<file path="config.mk">
export PLATFORM = sky130hd
export DESIGN_NAME = priority_code_decoder_flat
export DESIGN_NICKNAME = d
export VERILOG_FILES = /design/src/rtl/priority_code_decoder_if.sv /design/src/rtl/priority_code_decoder.sv /design/src/flat_wrapper.sv
export SDC_FILE = /design/constraint.sdc
export NUM_CORES = 1
export LEC_CHECK = 0
export BUFFER_PORTS_ARGS = -buffer_cell sky130_fd_sc_hd__buf_4
export CAP_MARGIN = 10
export CORE_MARGIN = 5
export CORE_UTILIZATION = 37
export CTS_BUF_LIST = sky130_fd_sc_hd__clkbuf_2
export DETAILED_ROUTE_END_ITERATION = 12
export SETUP_SLACK_MARGIN = 0.5
export SLEW_MARGIN = 20
export SYNTH_ARGS = -nofsm -noshare
export SYNTH_HDL_FRONTEND = slang
export SYNTH_SLANG_ARGS = --single-unit
</file>
<file path="constraint.sdc">
create_clock -name clk_dut -period 1.7 [get_ports clk_dut]
set_input_delay 0.34 -clock clk_dut [delete_from_list [all_inputs] [get_ports clk_dut]]
set_output_delay 0.34 -clock clk_dut [all_outputs]
set_load 0.005 [all_outputs]
</file>
<file path="src/rtl/priority_code_decoder_if.sv">
// Handshake bundle for priority_code_decoder: code input side and one-hot output side.
// master = producer/consumer environment, slave = the decoder itself.
interface priority_code_decoder_if #(
    parameter int WIDTH  = 16,
    parameter int CODE_W = 4
);
    logic              enable_dut;
    logic [CODE_W-1:0] code_in_dut;
    logic              code_valid_dut;
    logic              code_ready_dut;
    logic [WIDTH-1:0]  onehot_out_dut;
    logic              onehot_valid_dut;
    logic              onehot_ready_dut;
    logic              none_dut;

    modport master (
        output enable_dut,
        output code_in_dut,
        output code_valid_dut,
        output onehot_ready_dut,
        input  code_ready_dut,
        input  onehot_out_dut,
        input  onehot_valid_dut,
        input  none_dut
    );

    modport slave (
        input  enable_dut,
        input  code_in_dut,
        input  code_valid_dut,
        input  onehot_ready_dut,
        output code_ready_dut,
        output onehot_out_dut,
        output onehot_valid_dut,
        output none_dut
    );
endinterface

</file>
<file path="src/rtl/priority_code_decoder.sv">
// Buffered priority-code to one-hot decoder: code k (1..15) -> bit k-1, code 0 -> no request.
// Optional PRIO_DECODER_STATS_EN adds decode_count_dut, a saturating count of non-zero words delivered.
module priority_code_decoder #(
    parameter int WIDTH  = 16,
    parameter int CODE_W = 4,
    parameter int DEPTH  = 2
) (
    input  logic clk_dut,
    input  logic rst_dut,
    priority_code_decoder_if.slave bus
`ifdef PRIO_DECODER_STATS_EN
    ,
    output logic [15:0] decode_count_dut
`endif
);
    localparam int PTR_W = (DEPTH > 1) ? $clog2(DEPTH) : 1;
    localparam int CNT_W = $clog2(DEPTH + 1);

    logic [WIDTH-1:0] mem [DEPTH];
    logic [PTR_W-1:0] wr_ptr;
    logic [PTR_W-1:0] rd_ptr;
    logic [CNT_W-1:0] count;

    logic             push;
    logic             pop;
    logic             not_full;
    logic             not_empty;
    logic [WIDTH-1:0] decoded;
    logic [WIDTH-1:0] head;

    // Bit WIDTH-1 would need code WIDTH, which does not fit in CODE_W bits, so it stays clear.
    always_comb begin
        decoded = '0;
        for (int unsigned i = 0; i < WIDTH; i++) begin
            decoded[i] = bus.enable_dut && ({1'b0, bus.code_in_dut} == (CODE_W + 1)'(i + 1));
        end
    end

    assign not_full  = (count < CNT_W'(DEPTH));
    assign not_empty = (count != '0);
    assign head      = mem[rd_ptr];

    // No full-bypass: a pop while full does not open a push slot in the same cycle.
    assign push = bus.code_valid_dut && bus.code_ready_dut;
    assign pop  = bus.onehot_valid_dut && bus.onehot_ready_dut;

    assign bus.code_ready_dut   = !rst_dut && not_full;
    assign bus.onehot_valid_dut = not_empty;
    assign bus.onehot_out_dut   = not_empty ? head : '0;
    assign bus.none_dut         = not_empty && (head == '0);

    always_ff @(posedge clk_dut or posedge rst_dut) begin
        if (rst_dut) begin
            wr_ptr <= '0;
            rd_ptr <= '0;
            count  <= '0;
            for (int unsigned i = 0; i < DEPTH; i++) begin
                mem[i] <= '0;
            end
        end else begin
            if (push) begin
                mem[wr_ptr] <= decoded;
                wr_ptr      <= wr_ptr + PTR_W'(1);
            end
            if (pop) begin
                rd_ptr <= rd_ptr + PTR_W'(1);
            end
            case ({push, pop})
                2'b10:   count <= count + CNT_W'(1);
                2'b01:   count <= count - CNT_W'(1);
                default: count <= count;
            endcase
        end
    end

`ifdef PRIO_DECODER_STATS_EN
    logic [15:0] decode_count_q;

    always_ff @(posedge clk_dut or posedge rst_dut) begin
        if (rst_dut) begin
            decode_count_q <= '0;
        end else if (pop && (head != '0) && (decode_count_q != '1)) begin
            decode_count_q <= decode_count_q + 16'd1;
        end
    end

    assign decode_count_dut = decode_count_q;
`endif
endmodule

</file>
<file path="src/flat_wrapper.sv">
// flat-port wrapper written by rule: the top's interface ports become plain ports
module priority_code_decoder_flat 
#(
    parameter int WIDTH  = 16,
    parameter int CODE_W = 4,
    parameter int DEPTH  = 2
)
  (clk_dut, rst_dut, bus_enable_dut, bus_code_in_dut, bus_code_valid_dut, bus_onehot_ready_dut, bus_code_ready_dut, bus_onehot_out_dut, bus_onehot_valid_dut, bus_none_dut);
  priority_code_decoder_if #(.WIDTH(WIDTH), .CODE_W(CODE_W)) bus_i ();
  input  logic clk_dut;
  input  logic rst_dut;
  input wire logic [$bits(bus_i.enable_dut)-1:0] bus_enable_dut;
  input wire logic [$bits(bus_i.code_in_dut)-1:0] bus_code_in_dut;
  input wire logic [$bits(bus_i.code_valid_dut)-1:0] bus_code_valid_dut;
  input wire logic [$bits(bus_i.onehot_ready_dut)-1:0] bus_onehot_ready_dut;
  output wire logic [$bits(bus_i.code_ready_dut)-1:0] bus_code_ready_dut;
  output wire logic [$bits(bus_i.onehot_out_dut)-1:0] bus_onehot_out_dut;
  output wire logic [$bits(bus_i.onehot_valid_dut)-1:0] bus_onehot_valid_dut;
  output wire logic [$bits(bus_i.none_dut)-1:0] bus_none_dut;
  assign bus_i.enable_dut = bus_enable_dut;
  assign bus_i.code_in_dut = bus_code_in_dut;
  assign bus_i.code_valid_dut = bus_code_valid_dut;
  assign bus_i.onehot_ready_dut = bus_onehot_ready_dut;
  assign bus_code_ready_dut = bus_i.code_ready_dut;
  assign bus_onehot_out_dut = bus_i.onehot_out_dut;
  assign bus_onehot_valid_dut = bus_i.onehot_valid_dut;
  assign bus_none_dut = bus_i.none_dut;
  priority_code_decoder #(.WIDTH(WIDTH), .CODE_W(CODE_W), .DEPTH(DEPTH)) u_core (.clk_dut(clk_dut), .rst_dut(rst_dut), .bus(bus_i));
endmodule
</file>
==> impl_metrics.yaml, run 1 <==
clocking:
  cts.path.max_buffers: 2
  cts_tree: "done"
  worstSkewPairLatency_ps: 390
  cts-buffers-inserted: 5
  cts.htree.levels: 2
  cts_sinks: 34
  clk_pin_slew_ps: 200
  buffer_type_at_the_clock_tree_root: "clkbuf_2"
sta:
  final.min_clock_period_ps: 2080
  hold_viol_final: 0
  max_frequency_ghz: 0.480
  final_min_period_over_clock_period_pct: 123
  timing.clock.skew_ps: 19.2
  grt_setup_unrepaired: "yes"
  final.setup.worst_slack_ps: -385
  finalSetupViolations: 19
  fin_hold_ws_ps: 236
  slew_violations: 0
global_routing:
  grt_pass1_wl_mm: 7.76
  grt_antenna_before_repair: 0
  via_count_of_the_first_global_routing_pass: 1558
  global_route.usage.total_pct: 16.3
  grt_start_max_net_pins: 32
  congestion_overflow_gr: 0
synthesis:
  ys_types: 26
  yosys.area.top_type: "dfrtp_1"
  avgSynthCellArea_um2: 9.26
  synthesis.nets: 199
  synthesis.area_um2: 1750
  syn_inst: 189
  ys_warn_count: 0
  netlist.area_leader.share_pct: 48.6
  synth.ff_latch_count: 34
  netlist_top_cells_area: "dfrtp_1 (49%), nand2_1 (9.0%), mux2i_1 (8.6%), o21ai_2 (5.5%), nor2_1 (4.7%)"
  yosysSeqAreaShare_pct: 48.6
cells_and_area:
  layout.cells.most_common_list: "buf_4 (36), dfrtp_1 (31), o21ai_2 (20)"
  drive_above_1_share_pct: 56.5
  finalNonFillerCells: 300
  antenna-diode-count: 0
  layout.filler_cells: 385
  layout_commonest_cell: "buf_4"
  postLayoutCoreUtil_pct: 59.3
  signed_area_change_from_the_synthesized_netlist_to_the_final_layout_pct: 57.9
  design.final.nets: 255
power:
  peakVddDrop_mv: 0.851
  totalPowerFinal_uw: 3870
  netSwitchingPower_uw: 1340
  seqPwrFrac_pct: 29.5
  clkPwrFrac_pct: 17.7
  share_comb_of_total_power_pct: 52.8
  swShare_pct: 34.8
  pwr_density_cell_nw_per_um2: 1400
  leakage_uw: 0.00126
  internal-power_uw: 2520
detailed_routing:
  vias: 1533
  drc_errors_left: 0
  met3_wirelength_um: 202
  drt_first_iter_violations: 80
  detail_route.vias_per_cell: 5.11
  wl_met1_mm: 2.09
  postRouteAntennaNets: 0
  met2WireLength_mm: 2.26
  top_layer: "met4"
  drt_pass1_iterations: 4
  wirelength_mm: 4.62
  wire_per_inst_um: 15.4
placement:
  place_inst: 276
  gp_congestion: 0.751
  buffer_ports.inserted: 26
  hpwl_mm: 3.05
  detailedPlace.worstSlack_ps: -83.8
run:
  maxCapViolCount: 0
floorplanning:
  placeableCoreArea_um2: 4660
  io_pins: 28
  design.die.area_um2: 6210
  die_x_um: 78.8
  initial_core_util_pct: 37.6
  floorplan.rows: 25
  die_h_um: 78.8
worst_setup_path:
  path_max_fanout: 4
  worst_setup_path_startpoint: "u_core.rd_ptr"
  critical_path_required_ps: 1360
  worst-setup-path-type: "flip-flop to output port"
  arrival_ps: 1740
  end_kind: "output port"
  startpoint_of_the_worst_register_to_register_path: "u_core.count[1]"
  worst-r2r-cell-count: 6
  setup.worst_path.start_class: "flip-flop"
min_path:
  worst_hold_path_type: "primary input to flip-flop"
  hold_path.startpoint: "bus_code_in_dut[1]"
  holdPathStages: 3
outcome:
  outcome: "complete, but fails checks"
  violations_in_the_final_reports: "negative setup slack"
==> stage by stage <==
step / setup TNS [ps] / cell area, um^2
floorplan: 0 / 1850
global placement: -43.8 / 2170
detailed placement: -83.8 / 2170
CTS: -2430 / 2580
global route: -4910 / 2760
finish: -2720 / 2760
==> flip-flops by register name, indices dropped and copies added, names as in the netlist <==
signal,count
u_core.mem,30
u_core.count,2
u_core.rd_ptr,1
u_core.wr_ptr,1
==> critical path: stages (launching register included) <==
cell,delay (ps)
dfrtp_2,500
buf_6,150
nor3_2,100
a22oi_1,120
nor4_2,320
buf_4,160
==> final timing paths <==
kind                              endpoint  slack (ps)
max                           bus_none_dut        -380
min                         u_core.mem[18]         240
max reg2reg                 u_core.mem[23]         -10
min reg2reg                 u_core.mem[28]         550
max in group asynchronous   u_core.mem[21]         870
min in group asynchronous  u_core.count[0]         400
==> power groups by stage <==
stage	sequential [uW]	combinational (uW)	clock [uW]
global route	1170	2180	738
detailed placement	1150	1170	0
floorplan	1090	845	0
finish	1140	2040	683
global placement	1140	1160	0
CTS	1130	1740	685
==> cell families after synthesis <==
kind of cell | count (synthesis) | synth area share (%)
buffers and inverters | 13 | 4.50
AND/OR/NAND/NOR | 86 | 22.2
adder cells (fa/ha/maj) | 1 | 0.715
other | 1 | 0.214
AO/OA/AOI/OAI | 34 | 12.7
multiplexers | 15 | 8.58
XOR/XNOR | 5 | 2.50
flip-flops | 34 | 48.6
==> final cells by class <==
type / count / area, um^2 / share of cell area (%)
Timing Repair Buffer: 60 / 606 / 21.9
Inverter: 2 / 10.0 / 0.362
Tap cell: 54 / 67.6 / 2.44
Clock buffer: 5 / 25.0 / 0.905
Multi-Input combinational cell: 142 / 1140 / 41.1
Sequential cell: 34 / 855 / 30.9
Clock inverter: 3 / 63.8 / 2.31
==> cells in the mapped netlist <==
| master | number |
|---|---|
| a22oi_1 | 3 |
| nor3b_1 | 2 |
| clkbuf_1 | 5 |
| conb_1 | 1 |
| ha_1 | 1 |
| o21ai_2 | 11 |
| nand3_1 | 4 |
| nor2b_1 | 3 |
| nand4bb_1 | 1 |
| buf_6 | 2 |
| dfrtp_1 | 34 |
| inv_1 | 2 |
| and3_1 | 1 |
| nand2_1 | 42 |
| nor3_1 | 4 |
| xnor2_1 | 3 |
| nor4_1 | 4 |
| xor2_1 | 2 |
| o21ai_0 | 15 |
| and3b_1 | 2 |
| nor2_1 | 22 |
| mux2i_1 | 15 |
| o21ai_1 | 4 |
| buf_4 | 4 |
| o221ai_1 | 1 |
| or4b_4 | 1 |
==> repair_timing <==
action | in CTS | in global routing
pin swaps | 23 | 10
endpoints found under the setup margin | 50 | 50
cloned | 1 | 0
resized for setup | 69 | 32
hold buffers | 1 | 0
hold endpoints to repair | 3 | 0
buffers inserted | 10 | 4
==> metal layers <==
| layer | track usage (%) | vias up |
|---|---|---|
| met5 | 0 | - |
| met4 | 5.24 | 0 |
| met3 | 4.31 | 5 |
| met2 | 25.7 | 28 |
| met1 | 21.8 | 744 |
| li1 | - | 756 |
Power figures use the tool's default switching activity.
==> inputs of run 2 (changes only) <==
--- a/config.mk
+++ b/config.mk
@@ -8,9 +8,10 @@
 export BUFFER_PORTS_ARGS = -buffer_cell sky130_fd_sc_hd__buf_4
 export CAP_MARGIN = 10
 export CORE_MARGIN = 5
-export CORE_UTILIZATION = 37
+export CORE_UTILIZATION = 58
 export CTS_BUF_LIST = sky130_fd_sc_hd__clkbuf_2
 export DETAILED_ROUTE_END_ITERATION = 12
+export PLACE_DENSITY = 0.82
 export SETUP_SLACK_MARGIN = 0.5
 export SLEW_MARGIN = 20
 export SYNTH_ARGS = -nofsm -noshare
==> run 2 against run 1 <==
- the run still ends with negative setup slack left
- non-clock buffer count decreased by 1
- die area decreased by 32%
- via count increased by 27%
- clock skew increased by 20 ps
- flip-flop and latch count unchanged
- highest routed layer unchanged
==> impl_metrics.yaml, run 2 (synthesized netlist as in run 1, its figures left out) <==
sta:
  final.min_clock_period_ps: 2160
  slew_violations: 0
  final.setup.worst_slack_ps: -463
  hold_viol_final: 0
  max_frequency_ghz: 0.462
  finalSetupViolations: 22
  grt_setup_unrepaired: "yes"
  timing.clock.skew_ps: 38.8
  setup_tns_ps: -4530
  final_min_period_over_clock_period_pct: 127
detailed_routing:
  drt_first_iter_violations: 207
  wirelength_mm: 7.54
  drt_pass1_iterations: 5
  drc_errors_left: 0
  postRouteAntennaNets: 0
  wire_per_inst_um: 26.8
  detail_route.vias_per_cell: 6.94
  vias: 1950
global_routing:
  grt_start_max_net_pins: 35
  congestion_overflow_gr: 0
  grt_antenna_before_repair: 0
  grt_pass1_wl_mm: 8.79
  global_route.usage.total_pct: 28.0
  via_count_of_the_first_global_routing_pass: 1763
worst_setup_path:
  timing.critical_path.slowest_cell_delay_ps: 510
  setup.worst_path.start_class: "flip-flop"
  critical_path_required_ps: 1360
  cp_cell_sequence: "nor4_1, a22oi_1, nor4_2, buf_4"
  path_max_fanout: 3
  worst-setup-path-type: "flip-flop to output port"
  crit_path_top_delay_cell: "dfrtp_1"
  arrival_ps: 1820
  end_kind: "output port"
cells_and_area:
  top_regs: "u_core.mem (30), u_core.count (2)"
  multiInputGateArea_um2: 1250
  regArea_um2: 855
  layout_commonest_cell: "buf_4"
  final_area_um2: 2800
  register_name_with_the_most_flops: "u_core.mem"
  layout.cells.most_common_list: "buf_4 (35), dfrtp_1 (31), o21ai_2 (23)"
  design.final.nets: 257
  drive_above_1_share_pct: 61.3
  antenna-diode-count: 0
  layout.filler_cells: 86
  signed_area_change_from_the_synthesized_netlist_to_the_final_layout_pct: 60.1
  largest_reg_flops: 30
placement:
  detailedPlace.worstSlack_ps: -46.4
  postPlaceCellArea_um2: 2060
  buffer_ports.inserted: 26
  gp_congestion: 0.907
  hpwl_mm: 2.91
floorplanning:
  die_x_um: 64.9
  design.die.area_um2: 4220
  placeableCoreArea_um2: 2980
  floorplan.rows: 20
  die_h_um: 64.9
  initial_core_util_pct: 58.8
  io_pins: 28
power:
  pwr_density_cell_nw_per_um2: 1430
  leakage_uw: 0.00128
  peakVddDrop_mv: 0.879
run:
  maxCapViolCount: 0
clocking:
  cts.htree.levels: 2
  cts_tree: "done"
  clk_pin_slew_ps: 210
  cts_sinks: 34
  cts-buffers-inserted: 5
  worstSkewPairLatency_ps: 410
  cts.path.max_buffers: 2
  buffer_type_at_the_clock_tree_root: "clkbuf_2"
outcome:
  outcome: "complete, but fails checks"
  violations_in_the_final_reports: "negative setup slack"
min_path:
  worst_hold_path_type: "primary input to async pin"
run 2: cell count changes in the layout (fill, tap and decap cells not counted), sizes merged:
cell	delta
clkbuf	+3
or4b	+3
buf	-2
bufinv	-2
clkinv	+2
dlygate4sd3	-1
inv	-1
run 2: report_power, final:
group / internal (uW) / switching (uW)
clock network: 101 / 299
logic: 1300 / 1100
registers: 955 / 258
run 2: worst max-delay path: cells and delay by family (launching register included):
family                 cells  cell delay, ps
AO/OA/AOI/OAI              1             180
buffers and inverters      1             160
flip-flops                 1             510
AND/OR/NAND/NOR            2             590
run 2: final cells by class:
cell class              instances  share of cell area [%]
repair buffers                 59                    21.6
flip-flops and latches         34                    30.5
multi-input cells             145                    44.6
clock inverters                 2                   0.312
inverters                       2                   0.446
well taps                      33                    1.47
clock buffers                   6                    1.07
run 2: final timing paths:
path	slack [ps]	from	to	cells after the start
max	-460	u_core.mem[3]	bus_none_dut	4
min	100	rst_dut	u_core.rd_ptr	3
max reg2reg	-50	u_core.count[1]	u_core.mem[9]	7
min reg2reg	560	u_core.mem[17]	u_core.mem[17]	2
max in group asynchronous	1240	rst_dut	u_core.mem[2]	3
min in group clk_dut	300	bus_code_in_dut[1]	u_core.mem[30]	3
run 2: layer usage:
metal	wire length, um	global-route usage (%)	vias to the layer above
met5	0	0	-
met4	486	11.3	0
met3	890	6.07	52
met2	3470	48.7	205
met1	2690	33.5	921
li1	-	-	772
run 2: timing repair:
item	CTS	global route
pin swaps	23	25
endpoints found under the setup margin	43	51
cloned	4	3
setup buffers	12	8
hold buffers	0	0
resized for setup	54	63
run 2: through the flow:
stage          hold WS (ps)  total power, uW  cells  util [%]
6_report               97.2             4010    281      94.1
5_1_grt                 135             4120    281      94.1
4_1_cts                83.2             3270    270      81.3
3_5_place_dp            475             2280    246      69.2
3_3_place_gp            480             2220    246      69.2
2_1_floorplan           450             1930    189         -
==> inputs of run 3 (changes only) <==
--- a/config.mk
+++ b/config.mk
@@ -11,7 +11,7 @@
 export CORE_UTILIZATION = 58
 export CTS_BUF_LIST = sky130_fd_sc_hd__clkbuf_2
 export DETAILED_ROUTE_END_ITERATION = 12
-export PLACE_DENSITY = 0.82
+export PLACE_DENSITY = 0.85
 export SETUP_SLACK_MARGIN = 0.5
 export SLEW_MARGIN = 20
 export SYNTH_ARGS = -nofsm -noshare
==> run 3 against run 2 <==
- the run still ends with negative setup slack left
- clock skew down 20 ps
- die area unchanged
- fmax up 3.0%
- count of clock-buffer cells in the layout unchanged
- global-route usage up 1.5 points
- final cell count up 0.36%
- core utilization down 2.7 points
- sequential share of layout area up 0.96 points
==> impl_metrics.yaml, run 3 (synthesized netlist as in run 1, its figures left out) <==
outcome:
  outcome: "complete, but fails checks"
  violations_in_the_final_reports: "negative setup slack"
floorplanning:
  die_h_um: 64.9
  io_pins: 28
  placeableCoreArea_um2: 2980
  design.die.area_um2: 4220
  die_x_um: 64.9
  initial_core_util_pct: 58.8
  floorplan.rows: 20
clocking:
  cts-buffers-inserted: 5
  clk_pin_slew_ps: 190
  cts.htree.levels: 2
  cts_sinks: 34
  worstSkewPairLatency_ps: 400
  cts_tree: "done"
  buffer_type_at_the_clock_tree_root: "clkbuf_2"
  cts.path.max_buffers: 2
detailed_routing:
  vias: 1930
  drt_first_iter_violations: 231
  wirelength_mm: 7.22
  drc_errors_left: 0
  detail_route.vias_per_cell: 6.84
  wire_per_inst_um: 25.6
  postRouteAntennaNets: 0
  drt_pass1_iterations: 5
placement:
  buffer_ports.inserted: 26
  gp_congestion: 0.843
  hpwl_mm: 2.91
sta:
  grt_setup_unrepaired: "yes"
  setup_tns_ps: -5020
  hold_viol_final: 0
  fin_hold_ws_ps: 94.7
  final_min_period_over_clock_period_pct: 124
  timing.clock.skew_ps: 19.3
  final.min_clock_period_ps: 2100
  slew_violations: 0
  max_frequency_ghz: 0.476
  finalSetupViolations: 25
  final.setup.worst_slack_ps: -401
worst_setup_path:
  critical_path.reg2reg.endpoint: "u_core.mem[28]"
  arrival_ps: 1760
  worst_setup_path_startpoint: "u_core.rd_ptr"
  setup.worst_path.start_class: "flip-flop"
  r2r_slack_ps: -90
  worst-r2r-cell-count: 6
  critical_path_required_ps: 1360
  path_max_fanout: 7
  crit_end: "bus_none_dut"
  end_kind: "output port"
  startpoint_of_the_worst_register_to_register_path: "u_core.count[1]"
  worst-setup-path-type: "flip-flop to output port"
run:
  maxCapViolCount: 0
global_routing:
  global_route.usage.total_pct: 29.5
  congestion_overflow_gr: 0
  grt_start_max_net_pins: 35
  grt_antenna_before_repair: 0
  grt_pass1_wl_mm: 9.29
  via_count_of_the_first_global_routing_pass: 1822
cells_and_area:
  drive_above_1_share_pct: 60.2
  layout_commonest_cell: "buf_4"
  antenna-diode-count: 0
  largest_reg_flops: 30
  register_name_with_the_most_flops: "u_core.mem"
  top_regs: "u_core.mem (30), u_core.count (2)"
  layout.cells.most_common_list: "buf_4 (37), dfrtp_1 (30), o21ai_2 (24)"
  signed_area_change_from_the_synthesized_netlist_to_the_final_layout_pct: 55.5
  design.final.nets: 258
power:
  pwr_density_cell_nw_per_um2: 1380
  leakage_uw: 0.00125
  peakVddDrop_mv: 0.791
min_path:
  worst_hold_path_type: "primary input to async pin"
run 3: cell count changes in the layout (fill, tap and decap cells not counted), moves of 2 or more:
cell | previous run | this run
buf_4 | 35 | 37
buf_6 | 16 | 18
buf_8 | 3 | 1
nor2_2 | 2 | 0
nor3_4 | 3 | 1
nor4_2 | 1 | 3
run 3: worst min-delay path by stage:
stage	from	to
finish	rst_dut	u_core.count[1]
global route	rst_dut	u_core.mem[2]
CTS	rst_dut	u_core.mem[24]
detailed placement	rst_dut	u_core.count[0]
global placement	u_core.mem[13]	u_core.mem[13]
floorplan	u_core.mem[13]	u_core.mem[13]
run 3: repair_timing:
| item | CTS | global route |
|---|---|---|
| pin swaps | 27 | 27 |
| gates resized for setup | 60 | 52 |
| buffers inserted | 12 | 9 |
| hold buffers | 0 | 0 |
| endpoints found under the setup margin | 41 | 50 |
| cloned | 6 | 1 |
run 3: critical path: stages (launching register included):
cell,delay (ps)
dfrtp_2,520
buf_12,130
mux2i_4,270
o221ai_2,150
nor4_2,140
buf_4,140
run 3: area by class of cell:
type	instances	area [um^2]
repair buffers	60	581
multi-input cells	145	1200
clock inverters	2	8.76
fillers	106	256
clock buffers	6	30.0
flip-flops and latches	34	856
inverters	2	7.51
well taps	33	41.3
run 3: report_power, final:
group          switching, uW  internal, uW
clock network            285           101
registers                261           956
logic                    985          1160
run 3: layer usage:
layer	vias up	GRT usage (%)	share of wire [%]
met5	-	0	0
met4	0	14.5	5.8
met3	52	8.15	10
met2	188	47.1	48
met1	914	36.6	36
li1	776	-	-
run 3: through the flow:
step                      area (um^2)  total power (uW)  std cells  util, %  setup WS [ps]
after floorplan                  1850              1930        189        -            255
after global placement           2050              2180        246     68.8           39.3
after detailed placement         2050              2240        246     68.8          -2.40
after CTS                        2400              3140        272     80.6           -361
after global routing             2720              3870        282     91.4           -490
final                            2720              3740        282     91.4           -401
